===== src/rtl/rgb_pwm_fader_if.sv =====
// Signal bundle between the duty-code source and the PWM LED driver.
interface rgb_pwm_fader_if #(
   parameter int unsigned CHANNELS = 3,
   parameter int unsigned DUTY_W   = 2
);
   logic [CHANNELS*DUTY_W-1:0] duty_in;
   logic                       fade_en;
   logic [CHANNELS-1:0]        pwm_out;
   logic                       period_start;
   logic                       busy;

   modport master (
      output duty_in, fade_en,
      input  pwm_out, period_start, busy
   );

   modport slave (
      input  duty_in, fade_en,
      output pwm_out, period_start, busy
   );
endinterface


===== src/rtl/rgb_pwm_fader.sv =====
// Multi-channel PWM LED driver; duty changes land only on period boundaries,
// either as a jump or as a one-code-per-period fade.
module rgb_pwm_fader #(
   parameter int unsigned CHANNELS = 3,
   parameter int unsigned DUTY_W   = 2,
   parameter int unsigned PRESCALE = 3125
) (
   input logic            clock,
   input logic            reset,
   rgb_pwm_fader_if.slave bus
);
   localparam int unsigned PC_W = (PRESCALE > 1) ? $clog2(PRESCALE) : 1;
   localparam logic [PC_W-1:0] PC_LAST = PC_W'(PRESCALE - 1);

   logic [PC_W-1:0]   pc;
   logic [DUTY_W-1:0] ph;
   logic [DUTY_W-1:0] ph_next;
   logic [DUTY_W-1:0] target_q [CHANNELS];
   logic [DUTY_W-1:0] cur      [CHANNELS];
   logic [DUTY_W-1:0] cur_next [CHANNELS];
   logic [CHANNELS-1:0] pwm_next;
   logic tick;
   logic boundary;
   logic busy_any;

   assign tick     = (pc == PC_LAST);
   assign boundary = tick && (ph == {DUTY_W{1'b1}});
   assign ph_next  = tick ? ph + DUTY_W'(1) : ph;

   // Next duty per channel; compare uses the values being loaded so the output has no lag.
   always_comb begin
      for (int c = 0; c < CHANNELS; c++) begin
         cur_next[c] = cur[c];
         if (boundary) begin
            if (!bus.fade_en)
               cur_next[c] = target_q[c];
            else if (cur[c] < target_q[c])
               cur_next[c] = cur[c] + DUTY_W'(1);
            else if (cur[c] > target_q[c])
               cur_next[c] = cur[c] - DUTY_W'(1);
         end
         pwm_next[c] = (ph_next < cur_next[c]);
      end
   end

   always_comb begin
      busy_any = 1'b0;
      for (int c = 0; c < CHANNELS; c++)
         if (cur[c] != target_q[c])
            busy_any = 1'b1;
   end

   assign bus.busy = busy_any;

   always_ff @(posedge clock or posedge reset) begin
      if (reset) begin
         pc               <= '0;
         ph               <= '0;
         bus.pwm_out      <= '0;
         bus.period_start <= 1'b0;
         for (int c = 0; c < CHANNELS; c++) begin
            target_q[c] <= '0;
            cur[c]      <= '0;
         end
      end else begin
         pc               <= tick ? '0 : pc + PC_W'(1);
         ph               <= ph_next;
         bus.pwm_out      <= pwm_next;
         bus.period_start <= boundary;
         for (int c = 0; c < CHANNELS; c++) begin
            target_q[c] <= bus.duty_in[c*DUTY_W +: DUTY_W];
            cur[c]      <= cur_next[c];
         end
      end
   end
endmodule


===== src/flat_wrapper.sv =====
// flat-port wrapper written by rule: the top's interface ports become plain ports
module rgb_pwm_fader_flat 
#(
   parameter int unsigned CHANNELS = 3,
   parameter int unsigned DUTY_W   = 2,
   parameter int unsigned PRESCALE = 3125
)
  (clock, reset, bus_duty_in, bus_fade_en, bus_pwm_out, bus_period_start, bus_busy);
  rgb_pwm_fader_if #(.CHANNELS(CHANNELS), .DUTY_W(DUTY_W)) bus_i ();
  input logic clock;
  input logic reset;
  input wire logic [$bits(bus_i.duty_in)-1:0] bus_duty_in;
  input wire logic [$bits(bus_i.fade_en)-1:0] bus_fade_en;
  output wire logic [$bits(bus_i.pwm_out)-1:0] bus_pwm_out;
  output wire logic [$bits(bus_i.period_start)-1:0] bus_period_start;
  output wire logic [$bits(bus_i.busy)-1:0] bus_busy;
  assign bus_i.duty_in = bus_duty_in;
  assign bus_i.fade_en = bus_fade_en;
  assign bus_pwm_out = bus_i.pwm_out;
  assign bus_period_start = bus_i.period_start;
  assign bus_busy = bus_i.busy;
  rgb_pwm_fader #(.CHANNELS(CHANNELS), .DUTY_W(DUTY_W), .PRESCALE(PRESCALE)) u_core (.clock(clock), .reset(reset), .bus(bus_i));
endmodule

===== config.mk =====
export PLATFORM = sky130hd
export DESIGN_NAME = rgb_pwm_fader_flat
export DESIGN_NICKNAME = d
export VERILOG_FILES = /design/src/rtl/rgb_pwm_fader_if.sv /design/src/rtl/rgb_pwm_fader.sv /design/src/flat_wrapper.sv
export SDC_FILE = /design/constraint.sdc
export NUM_CORES = 1
export LEC_CHECK = 0
export CAP_MARGIN = 20
export CELL_PAD_IN_SITES_DETAIL_PLACEMENT = 0
export CELL_PAD_IN_SITES_GLOBAL_PLACEMENT = 1
export CORE_MARGIN = 1.5
export CORE_UTILIZATION = 45
export CTS_CLUSTER_DIAMETER = 100
export DETAILED_ROUTE_END_ITERATION = 10
export GPL_ROUTABILITY_DRIVEN = 0
export PLACE_DENSITY = 0.86
export SLEW_MARGIN = 20
export SYNTH_ARGS = -nofsm -noshare
export SYNTH_HDL_FRONTEND = slang
export SYNTH_SLANG_ARGS = --single-unit
export TNS_END_PERCENT = 5

===== constraint.sdc =====
create_clock -name clock -period 2.9 [get_ports clock]
set_input_delay 0.435 -clock clock [delete_from_list [all_inputs] [get_ports clock]]
set_output_delay 0.435 -clock clock [all_outputs]
set_load 0.05 [all_outputs]

==> impl_metrics.csv <==
group,metric,value,unit
sta,worst_pin_slew,0.494,ns
power,powerDensity,411,mW/mm²
logic_synthesis,synth_cell_types,42,
clock_network,post_cts_buffers,0,
worst_setup_path,path_class,"register to output pin",
drt,ant_nets,0,
finish,n_antenna_cell,0,
clock_network,cts_made_buffers,5,
placement,pre_cts_ws,0.410,ns
clock_network,cts_sinks,30,
drt,avgViaCountPerCell,5.19,
logic_synthesis,ys_top_cells_by_count,"dfrtp_1, inv_1, nor2_1",
finish,final_util,54.1,%
die,rows,22,
clock_network,cts-resized-gates,0,
drt,dr.first_iter.drc_count,34,
sta,period_share,91.9,%
sta,hold_viol,0,
sta,setup_ws,0.235,ns
finish,nFillCells,350,
power,ir_drop,0.266,mV
logic_synthesis,synth_top_cell_area_share,44.5,%
finish,layout.nets,202,
clock_network,clk_pin_slew,0.06,ns
clock_network,cts_tree,"built",
sta,final.setup.tns,0,ns
global_routing,grt_max_degree,31,
sta,setup-violations-final,0,
global_routing,grt_pass1_vias,1252,
drt,post_drt_wl_per_cell,13.3,µm
global_routing,antenna_found_initial,0,
drt,post-route-drc-count,0,
power,p_leak,0.000972,µW
logic_synthesis,synth_warnings,0,
worst_setup_path,critPathLaunchType,"register",
worst_setup_path,crit_arrival,2.23,ns
min_path,hold_depth,1,
placement,placed_area,0.00187,mm²
logic_synthesis,seq_area_frac_synth,44.5,%
sta,drv_slew,0,
worst_setup_path,required,2.47,ns
min_path,hold_path_class,"register to register",
sta,period_needed,2.67,ns
die,io-pin-count,14,
clock_network,holdBufCountCts,0,
logic_synthesis,ys.flop_type,"dfrtp_1",
sta,finClkSkew,0.00652,ns
clock_network,clk_latency,0.28,ns
finish,design_area,0.00197,mm²
finish,area_growth_syn_to_layout,16.7,%
die,coreArea,0.00363,mm²
global_routing,track_usage,17.1,%
sta,rsz0062_at_grt,"no",
die,die_area,0.00412,mm²
worst_setup_path,cp_max_fo,6,
global_routing,grt_pass1_wl,5390,µm
logic_synthesis,synth_area_leaders,"dfrtp_1, ha_1, inv_1, nor2_1, xnor2_1",
logic_synthesis,syn_area_per_cell,10.5,µm²
worst_setup_path,end_kind,"output pin",
placement,place_hpwl,2280,µm
logic_synthesis,async_flop_share,100,%
job,maxCapViolCount,0,
logic_synthesis,synth_edf_count,0,
logic_synthesis,netlist_area,0.00169,mm²
worst_setup_path,reg2reg_depth,9,
logic_synthesis,syn_inst,161,
logic_synthesis,yosysMostFrequentCell,"dfrtp_1",
sta,max_freq,0.375,GHz
logic_synthesis,synth_seq_cells,30,
drt,drt_first_pass_iters,4,
finish,drive_gt1_share,14.8,%
logic_synthesis,synth_nets,182,
finish,final_cell_count_no_fill,230,
drt,drt_wl_total,3070,µm
clock_network,clock_path_buffers,2,
die,die_w,64.2,µm
clock_network,clockRootBuffer,"clkbuf_8",
logic_synthesis,synth_top_area_cell,"dfrtp_1",
clock_network,cts_max_level,2,
placement,port_buffers,13,
placement,dp_cells,222,
sta,relSlewSlack,67.0,%
die,initial_core_util,46.4,%
drt,num_vias,1193,
die,fp.dieH,64.2,µm
global_routing,overflow,0,
status,status,"complete, no violations",
-- layer usage --
metal	up-vias	GRT usage, %	wire length (µm)
li1	608	-	-
met1	560	19.7	1420
met2	18	29.9	1500
met3	7	3.70	81
met4	0	7.98	61
met5	-	0	0
-- logic make-up after synthesis --
family / share of synthesized area, %
XOR/XNOR: 6.24
AO/OA/AOI/OAI: 14.0
multiplexers: 0.668
flip-flops: 44.5
buffers and inverters: 4.90
adder cells (fa/ha/maj): 8.91
AND/OR/NAND/NOR: 20.8
-- power breakdown --
part           switching (µW)  leakage (µW)  total, µW  internal, µW
Sequential               3.14      0.000359        426           423
Combinational            22.3      0.000565       42.6          20.3
Clock                     150     0.0000472        341           190
Total                     176      0.000972        809           633
-- placed cells by master (no fill, tap or decap), types with 3 or more instances in the layout --
cell type / instances
dfrtp_1: 30
inv_1: 16
nor2_1: 14
clkdlybuf4s50_1: 13
ha_1: 12
nand2_1: 11
nand3_1: 7
xnor2_1: 6
xor2_1: 6
clkbuf_8: 6
a21o_1: 4
and2_2: 3
a21oi_1: 3
o211a_1: 3
nor2b_1: 3
or3_1: 3
o221ai_1: 3
nand3b_1: 3
o32ai_1: 3
-- critical path, cell delays in order, from the launching register on --
cell and delay, ns:
dfrtp_1 0.41, inv_1 0.09, ha_1 0.29, nand2_1 0.09, or3_1 0.37, clkdlybuf4s50_1 0.70
-- sequential cells by signal, summed over array words and instances, names as in the netlist --
signal	count
u_core.ph	2
u_core.bus.pwm_out	3
u_core.cur	6
u_core.bus.period_start	1
u_core.target_q	6
u_core.pc	12
-- through the flow --
| stage | power (µW) | hold slack [ns] |
|---|---|---|
| after floorplan | 456 | 0.442 |
| after global routing | 844 | 0.514 |
| after global placement | 476 | 0.462 |
| after CTS | 821 | 0.481 |
| after detailed placement | 477 | 0.468 |
| final | 809 | 0.484 |
-- worst paths after layout --
| check | from | end | slack (ns) |
|---|---|---|---|
| worst max-delay path | u_core.cur[4]$_DFF_PP0_ | bus_busy | 0.23 |
| worst min-delay path | u_core.pc[11]$_DFF_PP0_ | u_core.pc[11]$_DFF_PP0_ | 0.48 |
| worst max register to register | u_core.pc[0]$_DFF_PP0_ | u_core.bus.pwm_out[2]$_DFF_PP0_ | 0.42 |
| worst min register to register | u_core.pc[11]$_DFF_PP0_ | u_core.pc[11]$_DFF_PP0_ | 0.48 |
| max in group asynchronous | reset | u_core.ph[1]$_DFF_PP0_ | 2.10 |
| min in group asynchronous | reset | u_core.bus.pwm_out[0]$_DFF_PP0_ | 0.52 |
-- layout make-up --
cell class	instances	area, µm²	share of cell area, %
Multi-Input combinational cell	112	852	43.3
Sequential cell	30	751	38.2
Timing Repair Buffer	15	145	7.38
Clock buffer	6	82.6	4.20
Inverter	17	63.8	3.24
Tap cell	48	60.1	3.05
Clock inverter	2	12.5	0.636
(Power assumes the default switching activity.)
